<file path="src/rtl/image_ram_arbiter_if.sv">
// ---------------------------------------------------------------------------
// image_ram_arbiter_if
// Bundles the CPU data port, the display scanout read port and the image RAM
// port that meet at image_ram_arbiter.
//   slave  modport : the arbiter's view (takes requests, drives the RAM)
//   master modport : the surroundings' view (CPU, display engine, RAM)
// Signals:
//   cpu_req/cpu_we/cpu_addr/cpu_wdata   CPU request, held until cpu_ack
//   cpu_ack/cpu_rdata                   CPU completion pulse and read data
//   disp_req/disp_addr                  display read request, held until disp_valid
//   disp_valid/disp_rdata               display completion pulse and read data
//   ram_addr/ram_wdata/ram_we           registered RAM controls
//   ram_rdata                           RAM output, one cycle after address
// ---------------------------------------------------------------------------
interface image_ram_arbiter_if #(
    parameter int ADDR_W = 16,
    parameter int DATA_W = 32
);
    logic              cpu_req;
    logic              cpu_we;
    logic [ADDR_W-1:0] cpu_addr;
    logic [DATA_W-1:0] cpu_wdata;
    logic              cpu_ack;
    logic [DATA_W-1:0] cpu_rdata;

    logic              disp_req;
    logic [ADDR_W-1:0] disp_addr;
    logic              disp_valid;
    logic [DATA_W-1:0] disp_rdata;

    logic [ADDR_W-1:0] ram_addr;
    logic [DATA_W-1:0] ram_wdata;
    logic              ram_we;
    logic [DATA_W-1:0] ram_rdata;

    modport slave (
        input  cpu_req, cpu_we, cpu_addr, cpu_wdata,
        input  disp_req, disp_addr,
        input  ram_rdata,
        output cpu_ack, cpu_rdata,
        output disp_valid, disp_rdata,
        output ram_addr, ram_wdata, ram_we
    );

    modport master (
        output cpu_req, cpu_we, cpu_addr, cpu_wdata,
        output disp_req, disp_addr,
        output ram_rdata,
        input  cpu_ack, cpu_rdata,
        input  disp_valid, disp_rdata,
        input  ram_addr, ram_wdata, ram_we
    );
endinterface

</file>
<file path="src/rtl/image_ram_arbiter.sv">
// ---------------------------------------------------------------------------
// image_ram_arbiter
// Shares one single-port synchronous image RAM between the CPU data port
// (read/write) and the display scanout engine (read-only). Display has
// priority; a wait counter lets the CPU in after MAX_WAIT consecutive display
// grants. One access is in flight at a time, always IDLE -> ACCESS -> RESP.
// Ports:
//   clk           rising-edge clock
//   reset         asynchronous, active-low
//   bus           image_ram_arbiter_if.slave (CPU, display and RAM signals)
//   cpu_wait_cnt  (only with ARB_STATS_EN) saturating count of cycles the
//                 CPU was requesting but neither won nor owned the access
// Optional feature macro: ARB_STATS_EN
// ---------------------------------------------------------------------------
module image_ram_arbiter #(
    parameter int ADDR_W   = 16,
    parameter int DATA_W   = 32,
    parameter int MAX_WAIT = 4
) (
    input  logic                 clk,
    input  logic                 reset,
    image_ram_arbiter_if.slave   bus
`ifdef ARB_STATS_EN
    ,
    output logic [15:0]          cpu_wait_cnt
`endif
);

    typedef enum logic [1:0] {
        IDLE   = 2'd0,
        ACCESS = 2'd1,
        RESP   = 2'd2
    } state_t;

    localparam int WAIT_W = (MAX_WAIT < 1) ? 1 : $clog2(MAX_WAIT + 1);

    state_t            state_reg;
    logic              owner_cpu_reg;
    logic [ADDR_W-1:0] ram_addr_reg;
    logic [DATA_W-1:0] ram_wdata_reg;
    logic              ram_we_reg;
    logic              cpu_ack_reg;
    logic              disp_valid_reg;
    logic [WAIT_W-1:0] wait_cnt_reg;

    logic wait_full;
    logic cpu_wins;
    logic disp_wins;

    assign wait_full = (wait_cnt_reg == WAIT_W'(MAX_WAIT));
    // Display wins any contested IDLE cycle unless the CPU has already been
    // passed over MAX_WAIT times in a row.
    assign cpu_wins  = bus.cpu_req && (!bus.disp_req || wait_full);
    assign disp_wins = bus.disp_req && !cpu_wins;

    always_ff @(posedge clk or negedge reset) begin
        if (!reset) begin
            state_reg      <= IDLE;
            owner_cpu_reg  <= 1'b0;
            ram_addr_reg   <= '0;
            ram_wdata_reg  <= '0;
            ram_we_reg     <= 1'b0;
            cpu_ack_reg    <= 1'b0;
            disp_valid_reg <= 1'b0;
            wait_cnt_reg   <= '0;
        end else begin
            case (state_reg)
                IDLE: begin
                    if (cpu_wins) begin
                        owner_cpu_reg <= 1'b1;
                        ram_addr_reg  <= bus.cpu_addr;
                        ram_wdata_reg <= bus.cpu_wdata;
                        ram_we_reg    <= bus.cpu_we;
                        state_reg     <= ACCESS;
                    end else if (disp_wins) begin
                        owner_cpu_reg <= 1'b0;
                        ram_addr_reg  <= bus.disp_addr;
                        ram_we_reg    <= 1'b0;
                        state_reg     <= ACCESS;
                    end
                    // Counter tracks consecutive display grants that made a
                    // pending CPU wait; any idle moment without a CPU request
                    // or a CPU grant starts the count over.
                    if (!bus.cpu_req || cpu_wins) begin
                        wait_cnt_reg <= '0;
                    end else if (disp_wins && !wait_full) begin
                        wait_cnt_reg <= wait_cnt_reg + WAIT_W'(1);
                    end
                end
                ACCESS: begin
                    ram_we_reg     <= 1'b0;
                    cpu_ack_reg    <= owner_cpu_reg;
                    disp_valid_reg <= !owner_cpu_reg;
                    state_reg      <= RESP;
                end
                RESP: begin
                    cpu_ack_reg    <= 1'b0;
                    disp_valid_reg <= 1'b0;
                    state_reg      <= IDLE;
                end
                default: begin
                    ram_we_reg     <= 1'b0;
                    cpu_ack_reg    <= 1'b0;
                    disp_valid_reg <= 1'b0;
                    state_reg      <= IDLE;
                end
            endcase
        end
    end

    assign bus.ram_addr   = ram_addr_reg;
    assign bus.ram_wdata  = ram_wdata_reg;
    assign bus.ram_we     = ram_we_reg;
    assign bus.cpu_ack    = cpu_ack_reg;
    assign bus.disp_valid = disp_valid_reg;
    // RAM data is passed straight through during the owner's response cycle
    // and forced to zero otherwise.
    assign bus.cpu_rdata  = cpu_ack_reg    ? bus.ram_rdata : '0;
    assign bus.disp_rdata = disp_valid_reg ? bus.ram_rdata : '0;

`ifdef ARB_STATS_EN
    logic [15:0] stats_reg;
    logic        cpu_blocked;

    // In IDLE the CPU is blocked if it loses arbitration; in ACCESS/RESP it is
    // blocked if the display owns the access in flight.
    assign cpu_blocked = bus.cpu_req &&
                         ((state_reg == IDLE) ? !cpu_wins : !owner_cpu_reg);

    always_ff @(posedge clk or negedge reset) begin
        if (!reset) begin
            stats_reg <= '0;
        end else if (cpu_blocked && (stats_reg != 16'hFFFF)) begin
            stats_reg <= stats_reg + 16'd1;
        end
    end

    assign cpu_wait_cnt = stats_reg;
`endif

endmodule

</file>
<file path="src/flat_wrapper.sv">
// flat-port wrapper written by rule: the top's interface ports become plain ports
module image_ram_arbiter_flat 
#(
    parameter int ADDR_W   = 16,
    parameter int DATA_W   = 32,
    parameter int MAX_WAIT = 4
)
  (clk, reset, bus_cpu_req, bus_cpu_we, bus_cpu_addr, bus_cpu_wdata, bus_disp_req, bus_disp_addr, bus_ram_rdata, bus_cpu_ack, bus_cpu_rdata, bus_disp_valid, bus_disp_rdata, bus_ram_addr, bus_ram_wdata, bus_ram_we);
  image_ram_arbiter_if #(.ADDR_W(ADDR_W), .DATA_W(DATA_W)) bus_i ();
  input  logic clk;
  input  logic reset;
  input wire logic [$bits(bus_i.cpu_req)-1:0] bus_cpu_req;
  input wire logic [$bits(bus_i.cpu_we)-1:0] bus_cpu_we;
  input wire logic [$bits(bus_i.cpu_addr)-1:0] bus_cpu_addr;
  input wire logic [$bits(bus_i.cpu_wdata)-1:0] bus_cpu_wdata;
  input wire logic [$bits(bus_i.disp_req)-1:0] bus_disp_req;
  input wire logic [$bits(bus_i.disp_addr)-1:0] bus_disp_addr;
  input wire logic [$bits(bus_i.ram_rdata)-1:0] bus_ram_rdata;
  output wire logic [$bits(bus_i.cpu_ack)-1:0] bus_cpu_ack;
  output wire logic [$bits(bus_i.cpu_rdata)-1:0] bus_cpu_rdata;
  output wire logic [$bits(bus_i.disp_valid)-1:0] bus_disp_valid;
  output wire logic [$bits(bus_i.disp_rdata)-1:0] bus_disp_rdata;
  output wire logic [$bits(bus_i.ram_addr)-1:0] bus_ram_addr;
  output wire logic [$bits(bus_i.ram_wdata)-1:0] bus_ram_wdata;
  output wire logic [$bits(bus_i.ram_we)-1:0] bus_ram_we;
  assign bus_i.cpu_req = bus_cpu_req;
  assign bus_i.cpu_we = bus_cpu_we;
  assign bus_i.cpu_addr = bus_cpu_addr;
  assign bus_i.cpu_wdata = bus_cpu_wdata;
  assign bus_i.disp_req = bus_disp_req;
  assign bus_i.disp_addr = bus_disp_addr;
  assign bus_i.ram_rdata = bus_ram_rdata;
  assign bus_cpu_ack = bus_i.cpu_ack;
  assign bus_cpu_rdata = bus_i.cpu_rdata;
  assign bus_disp_valid = bus_i.disp_valid;
  assign bus_disp_rdata = bus_i.disp_rdata;
  assign bus_ram_addr = bus_i.ram_addr;
  assign bus_ram_wdata = bus_i.ram_wdata;
  assign bus_ram_we = bus_i.ram_we;
  image_ram_arbiter #(.ADDR_W(ADDR_W), .DATA_W(DATA_W), .MAX_WAIT(MAX_WAIT)) u_core (.clk(clk), .reset(reset), .bus(bus_i));
endmodule
</file>
<file path="config.mk">
export PLATFORM = sky130hd
export DESIGN_NAME = image_ram_arbiter_flat
export DESIGN_NICKNAME = d
export VERILOG_FILES = /design/src/rtl/image_ram_arbiter_if.sv /design/src/rtl/image_ram_arbiter.sv /design/src/flat_wrapper.sv
export SDC_FILE = /design/constraint.sdc
export NUM_CORES = 1
export LEC_CHECK = 0
export ABC_AREA = 1
export ABC_CLOCK_PERIOD_IN_PS = 4300
export CAP_MARGIN = 20
export CORE_UTILIZATION = 39
export CTS_CLUSTER_SIZE = 30
export DETAILED_ROUTE_END_ITERATION = 12
export PLACE_DENSITY_LB_ADDON = 0.1
export SLEW_MARGIN = 20
export SYNTH_ARGS = -nofsm -noshare
export SYNTH_HDL_FRONTEND = slang
export SYNTH_SLANG_ARGS = --single-unit
</file>
<file path="constraint.sdc">
create_clock -name clk -period 4.3 [get_ports clk]
set_clock_uncertainty 0.1 [all_clocks]
set_input_delay 0.645 -clock clk [delete_from_list [all_inputs] [get_ports clk]]
set_output_delay 0.645 -clock clk [all_outputs]
set_load 0.02 [all_outputs]
</file>
==> impl_metrics.py, run 1 <==
metrics = {
    "power_and_ir_drop": {
        "peakVddDrop_mv": 0.365,
        "pwr-share-seq_pct": 28.3,
        "power.switching_mw": 1.48,
        "total_power_mw": 3.57,
        "power_frac_clock_pct": 17.4,
        "p_sw_share_pct": 41.4,
        "pwr-share-comb_pct": 54.3,
        "internal_power_mw": 2.09,
        "power.density_mw_per_mm2": 646,
        "p_leak_nw": 3.10,
    },
    "global_route": {
        "grt_pass1_vias": 3195,
        "grt_pass1_wl_mm": 16.1,
        "grt_max_degree": 58,
        "gr-usage-met3_pct": 6.88,
        "grt_util_all_layers_pct": 24.3,
        "gr-usage-met2_pct": 44.3,
        "grt-ovfl-total": 0,
        "grtUsageMet1_pct": 27.0,
        "antenna_found_initial": 0,
        "top_usage_layer": "met2",
    },
    "sta": {
        "report.final.slew_viol_count": 0,
        "max_slew_margin_pct": 30.9,
        "tightest_slew_ns": 1.04,
        "rsz0062_at_grt": "no",
        "fin_crit_sh_pct": 68.4,
        "fmax_mhz": 340,
        "final_hold_viol_count": 0,
        "fin_crit_ns": 2.94,
        "setup-tns-final_ns": 0,
        "finalSetupViolCount": 0,
    },
    "detailed_routing": {
        "post_drt_wl_per_cell_um": 12.7,
        "drt_iter0_markers": 111,
        "drc": 0,
        "drt_pass1_iterations": 4,
        "routed_wl_mm": 9.74,
        "vias_per_cell": 4.42,
        "ant_nets": 0,
        "via_count": 3384,
    },
    "synth": {
        "seq_area_frac_synth_pct": 45.3,
        "syn-cell-area_mm2": 0.00315,
        "yosysWarnings": 0,
        "avgSynthCellArea_um2": 6.97,
        "ys_seq_elements": 57,
        "syn_nets": 555,
        "syn_inst": 452,
        "synth_cell_types": 20,
    },
    "cells_and_area": {
        "final_cell_mix": "clkdlybuf4s50_1 (214), nand2_1 (203), inv_1 (103), dfrtp_1 (57), nand3_1 (37)",
        "post-route-util_pct": 71.2,
        "drive_gt1_share_pct": 5.87,
        "nNetsFinal": 762,
        "final_common_cell": "clkdlybuf4s50_1",
        "fillCellCount": 634,
        "multiInputGateArea_mm2": 0.00117,
        "largest_register_ff_count": 32,
        "antenna_cells": 0,
        "stdcell_count": 766,
        "seq_area_mm2": 0.00143,
        "area_delta_synth_final_pct": 75.5,
    },
    "worst_hold_path": {
        "hp-class": "in -> async",
    },
    "floorplan": {
        "die-area_mm2": 0.00844,
        "rows": 32,
        "die_h_um": 91.9,
        "io_pins": 216,
        "core_area_mm2": 0.00777,
        "die_width_um": 91.9,
        "start_util_pct": 40.6,
    },
    "placed_design": {
        "io_buffer_count": 215,
        "hpwlAfterDp_mm": 7.26,
        "gp_congestion": 0.758,
        "dp_cells": 750,
    },
    "status": {
        "status": "finished clean",
    },
    "cts": {
        "clk_latency_ns": 0.33,
        "clkSlewWorstSetupHoldPaths_ns": 0.07,
        "htreeDepth": 3,
        "cts.sinks": 57,
        "cts_buffer_depth": 2,
        "cts_setup_buffers": 0,
        "cts-root-buf": "clkbuf_8",
        "cts_made_buffers": 9,
        "cts_tree": "yes",
        "cts-resized-gates": 0,
        "holdBufCountCts": 0,
    },
    "setup_path": {
        "critPathRequiredTime_ns": 3.56,
        "cp_max_fo": 34,
        "path_class": "reg -> out",
        "end_kind": "output pin",
        "worstSetupStartpointType": "register",
        "critPathArrivalTime_ns": 2.19,
    },
    "job": {
        "maxCapViolations": 0,
    },
}
-- layer usage --
layer | routed length (µm) | vias to the layer above | share of wire, %
met5 | 0 | - | 0
met4 | 134 | 0 | 1.4
met3 | 740 | 13 | 7.6
met2 | 5130 | 125 | 53
met1 | 3740 | 1540 | 38
li1 | - | 1706 | -
-- through the flow --
step | setup WS [ns] | hold WS, ns | area, µm²
final | 1.36 | 0.340 | 5530
after global routing | 1.15 | 0.393 | 5530
after CTS | 1.32 | 0.369 | 5530
after detailed placement | 1.61 | 0.358 | 5290
after global placement | 1.64 | 0.343 | 5290
after floorplan | 2.42 | 0.249 | 3150
-- synthesized netlist by cell type (all sizes together) --
master,n,area [µm²]
nand2,218,880
inv,106,403
dfrtp,57,1430
nand3,37,185
buf,13,124
clkbuf,8,30.0
o21ai,7,38.8
nor2,3,30.0
ha,2,25.0
xor2,1,8.76
-- cells by family (layout without fill, tap and decap cells) --
family / count (synthesis) / count (layout) / synth area share, %
buffers and inverters: 127 / 339 / 17.7
AOI/OAI and AO/OA: 7 / 7 / 1.23
xor gates and xnor gates: 1 / 1 / 0.278
and+or+nand+nor: 258 / 258 / 34.7
adders and majority gates: 2 / 2 / 0.794
DFF: 57 / 57 / 45.3
-- power by group through the flow --
stage | Clock [mW] | Sequential, mW | Combinational [mW]
floorplan | 0 | 1.23 | 0.780
global placement | 0 | 1.00 | 1.93
detailed placement | 0 | 1.01 | 1.96
CTS | 0.628 | 1.01 | 1.96
global route | 0.655 | 1.05 | 2.10
finish | 0.622 | 1.01 | 1.94
-- worst max-delay path: stages, from the launching register on --
cell and delay [ns]:
dfrtp_1 1.02, nand2_1 0.12, inv_1 0.10, clkdlybuf4s50_1 0.62
-- final cells by class --
| class | instances | share of cell area [%] |
|---|---|---|
| Clock buffer | 11 | 2.56 |
| Clock inverter | 5 | 1.86 |
| Inverter | 106 | 7.29 |
| Multi-Input combinational cell | 268 | 21.1 |
| Sequential cell | 57 | 25.8 |
| Tap cell | 102 | 2.31 |
| Timing Repair Buffer | 217 | 39.1 |
-- path summary, 6_finish.rpt --
check	startpoint	endpoint	slack, ns	cells after the start
max	u_core.bus.disp_valid$_DFFE_PN0P_	bus_disp_rdata[31]	1.36	3
max reg2reg	u_core.state_reg[0]$_DFFE_PN0P_	u_core.bus.ram_addr[0]$_DFFE_PN0P_	2.27	5
min reg2reg	u_core.bus.ram_wdata[9]$_DFFE_PN0P_	u_core.bus.ram_wdata[9]$_DFFE_PN0P_	0.37	2
max in group asynchronous	reset	u_core.bus.ram_wdata[25]$_DFFE_PN0P_	3.27	2
min in group clk	u_core.bus.ram_wdata[9]$_DFFE_PN0P_	u_core.bus.ram_wdata[9]$_DFFE_PN0P_	0.37	2
min	reset	u_core.bus.ram_wdata[21]$_DFFE_PN0P_	0.34	2
(Power assumes the default switching activity.)
==> run 2, diff against run 1 <==
Settings changed: ABC_CLOCK_PERIOD_IN_PS 4300 to 3020, CORE_UTILIZATION 39 to 36.
Clock period 4.3 ns to 3.02 ns, I/O delays scaled along.
==> impl_metrics.py, run 2 (same netlist as run 1, synthesis figures left out) <==
metrics = {
    "cts": {
        "cts_buffer_depth": 2,
        "htreeDepth": 3,
        "clkSlewWorstSetupHoldPaths_ns": 0.07,
        "cts.sinks": 57,
        "clk_latency_ns": 0.32,
        "holdBufCountCts": 0,
        "cts_tree": "yes",
        "cts-resized-gates": 0,
        "cts_made_buffers": 9,
        "cts-root-buf": "clkbuf_8",
        "cts_setup_buffers": 0,
    },
    "worst_hold_path": {
        "hp-class": "in -> async",
    },
    "floorplan": {
        "die-area_mm2": 0.00913,
        "io_pins": 216,
        "core_area_mm2": 0.00834,
        "die_h_um": 95.6,
        "die_width_um": 95.6,
        "start_util_pct": 37.8,
        "rows": 33,
    },
    "power_and_ir_drop": {
        "power.density_mw_per_mm2": 896,
        "pwr-share-seq_pct": 27.1,
        "power_frac_clock_pct": 14.7,
        "power.switching_mw": 2.10,
        "p_leak_nw": 3.10,
        "peakVddDrop_mv": 0.554,
        "p_sw_share_pct": 42.4,
        "pwr-share-comb_pct": 58.3,
        "internal_power_mw": 2.85,
        "total_power_mw": 4.95,
    },
    "sta": {
        "report.final.slew_viol_count": 0,
        "fmax_mhz": 432,
        "fin_crit_sh_pct": 76.6,
        "tightest_slew_ns": 0.604,
        "finalSetupViolCount": 0,
        "max_slew_margin_pct": 59.7,
        "holdWs_ns": 0.0239,
        "setup-tns-final_ns": 0,
        "fin_crit_ns": 2.31,
        "rsz0062_at_grt": "no",
        "final_hold_viol_count": 0,
    },
    "detailed_routing": {
        "ant_nets": 0,
        "routed_wl_mm": 9.60,
        "vias_per_cell": 4.35,
        "drt_pass1_iterations": 4,
        "drc": 0,
        "post_drt_wl_per_cell_um": 12.4,
        "via_count": 3365,
        "drt_iter0_markers": 118,
    },
    "placed_design": {
        "io_buffer_count": 215,
        "gp_congestion": 0.743,
        "hpwlAfterDp_mm": 7.12,
        "dp_cells": 757,
    },
    "status": {
        "status": "finished clean",
    },
    "setup_path": {
        "path_cells": "buf_4 > nand2_1 > inv_1 > clkdlybuf4s50_1",
        "critPathArrivalTime_ns": 1.76,
        "cp_slowest_cell": "clkdlybuf4s50_1",
        "cp_max_fo": 34,
        "critPathTopFamily": "buffers and inverters",
        "end_kind": "output pin",
        "crit_buf_inv": 3,
        "path_class": "reg -> out",
        "slowest_delay_ns": 0.61,
        "worstSetupStartpointType": "register",
        "critPathRequiredTime_ns": 2.47,
    },
    "cells_and_area": {
        "final_common_cell": "clkdlybuf4s50_1",
        "antenna_cells": 0,
        "area_delta_synth_final_pct": 75.4,
        "fillCellCount": 749,
        "seq_area_mm2": 0.00143,
        "largest_register_ff_count": 32,
        "drive_gt1_share_pct": 6.44,
        "final_cell_mix": "clkdlybuf4s50_1 (214), nand2_1 (203), inv_1 (103), dfrtp_1 (57), nand3_1 (37)",
        "multiInputGateArea_mm2": 0.00117,
        "nNetsFinal": 766,
        "stdcell_count": 773,
    },
    "global_route": {
        "grt_pass1_vias": 3205,
        "antenna_found_initial": 0,
        "grt-ovfl-total": 0,
        "grt_max_degree": 35,
        "grt_util_all_layers_pct": 21.3,
        "grt_pass1_wl_mm": 15.0,
    },
    "job": {
        "maxCapViolations": 0,
    },
}
run 2: worst paths after layout:
path / slack (ns) / endpoint / depth (start not counted) / start
min in group clk: 0.37 / u_core.bus.ram_wdata[9]$_DFFE_PN0P_ / 2 / u_core.bus.ram_wdata[9]$_DFFE_PN0P_
setup reg to reg: 1.10 / u_core.bus.ram_wdata[31]$_DFFE_PN0P_ / 8 / u_core.wait_cnt_reg[0]$_DFFE_PN0P_
hold / removal: 0.02 / u_core.bus.ram_wdata[19]$_DFFE_PN0P_ / 2 / reset
hold reg to reg: 0.37 / u_core.bus.ram_wdata[9]$_DFFE_PN0P_ / 2 / u_core.bus.ram_wdata[9]$_DFFE_PN0P_
max in group asynchronous: 2.46 / u_core.bus.disp_valid$_DFFE_PN0P_ / 2 / reset
setup / recovery: 0.71 / bus_cpu_rdata[20] / 4 / u_core.bus.cpu_ack$_DFFE_PN0P_
run 2: area by class of cell:
| type | count | share of cell area, % |
|---|---|---|
| clock inverter | 4 | 0.928 |
| inverter | 106 | 7.29 |
| sequential | 57 | 25.8 |
| tap | 105 | 2.38 |
| multi-input combinational | 268 | 21.1 |
| timing repair buffer | 221 | 39.7 |
| clock buffer | 12 | 2.81 |
run 2: power groups by stage:
stage | combinational, mW | clock [mW] | sequential [mW]
floorplan | 1.11 | 0 | 1.76
global placement | 2.86 | 0 | 1.34
detailed placement | 2.91 | 0 | 1.34
CTS | 2.92 | 0.744 | 1.34
global route | 3.13 | 0.780 | 1.38
finish | 2.89 | 0.727 | 1.34
run 2: metal layers:
metal	vias up	GRT usage, %	wire length [µm]
li1	1708	-	-
met1	1502	23.5	3710
met3	13	4.63	781
met4	0	8.58	200
met5	-	0	0
met2	142	39.4	4910
run 2: through the flow:
stage | util [%] | instance area [µm²] | setup slack [ns]
CTS | 66.3 | 5530 | 0.685
floorplan | - | 3150 | 1.33
detailed placement | 63.8 | 5320 | 0.724
finish | 66.3 | 5530 | 0.708
global placement | 63.8 | 5320 | 0.763
global route | 66.3 | 5530 | 0.581
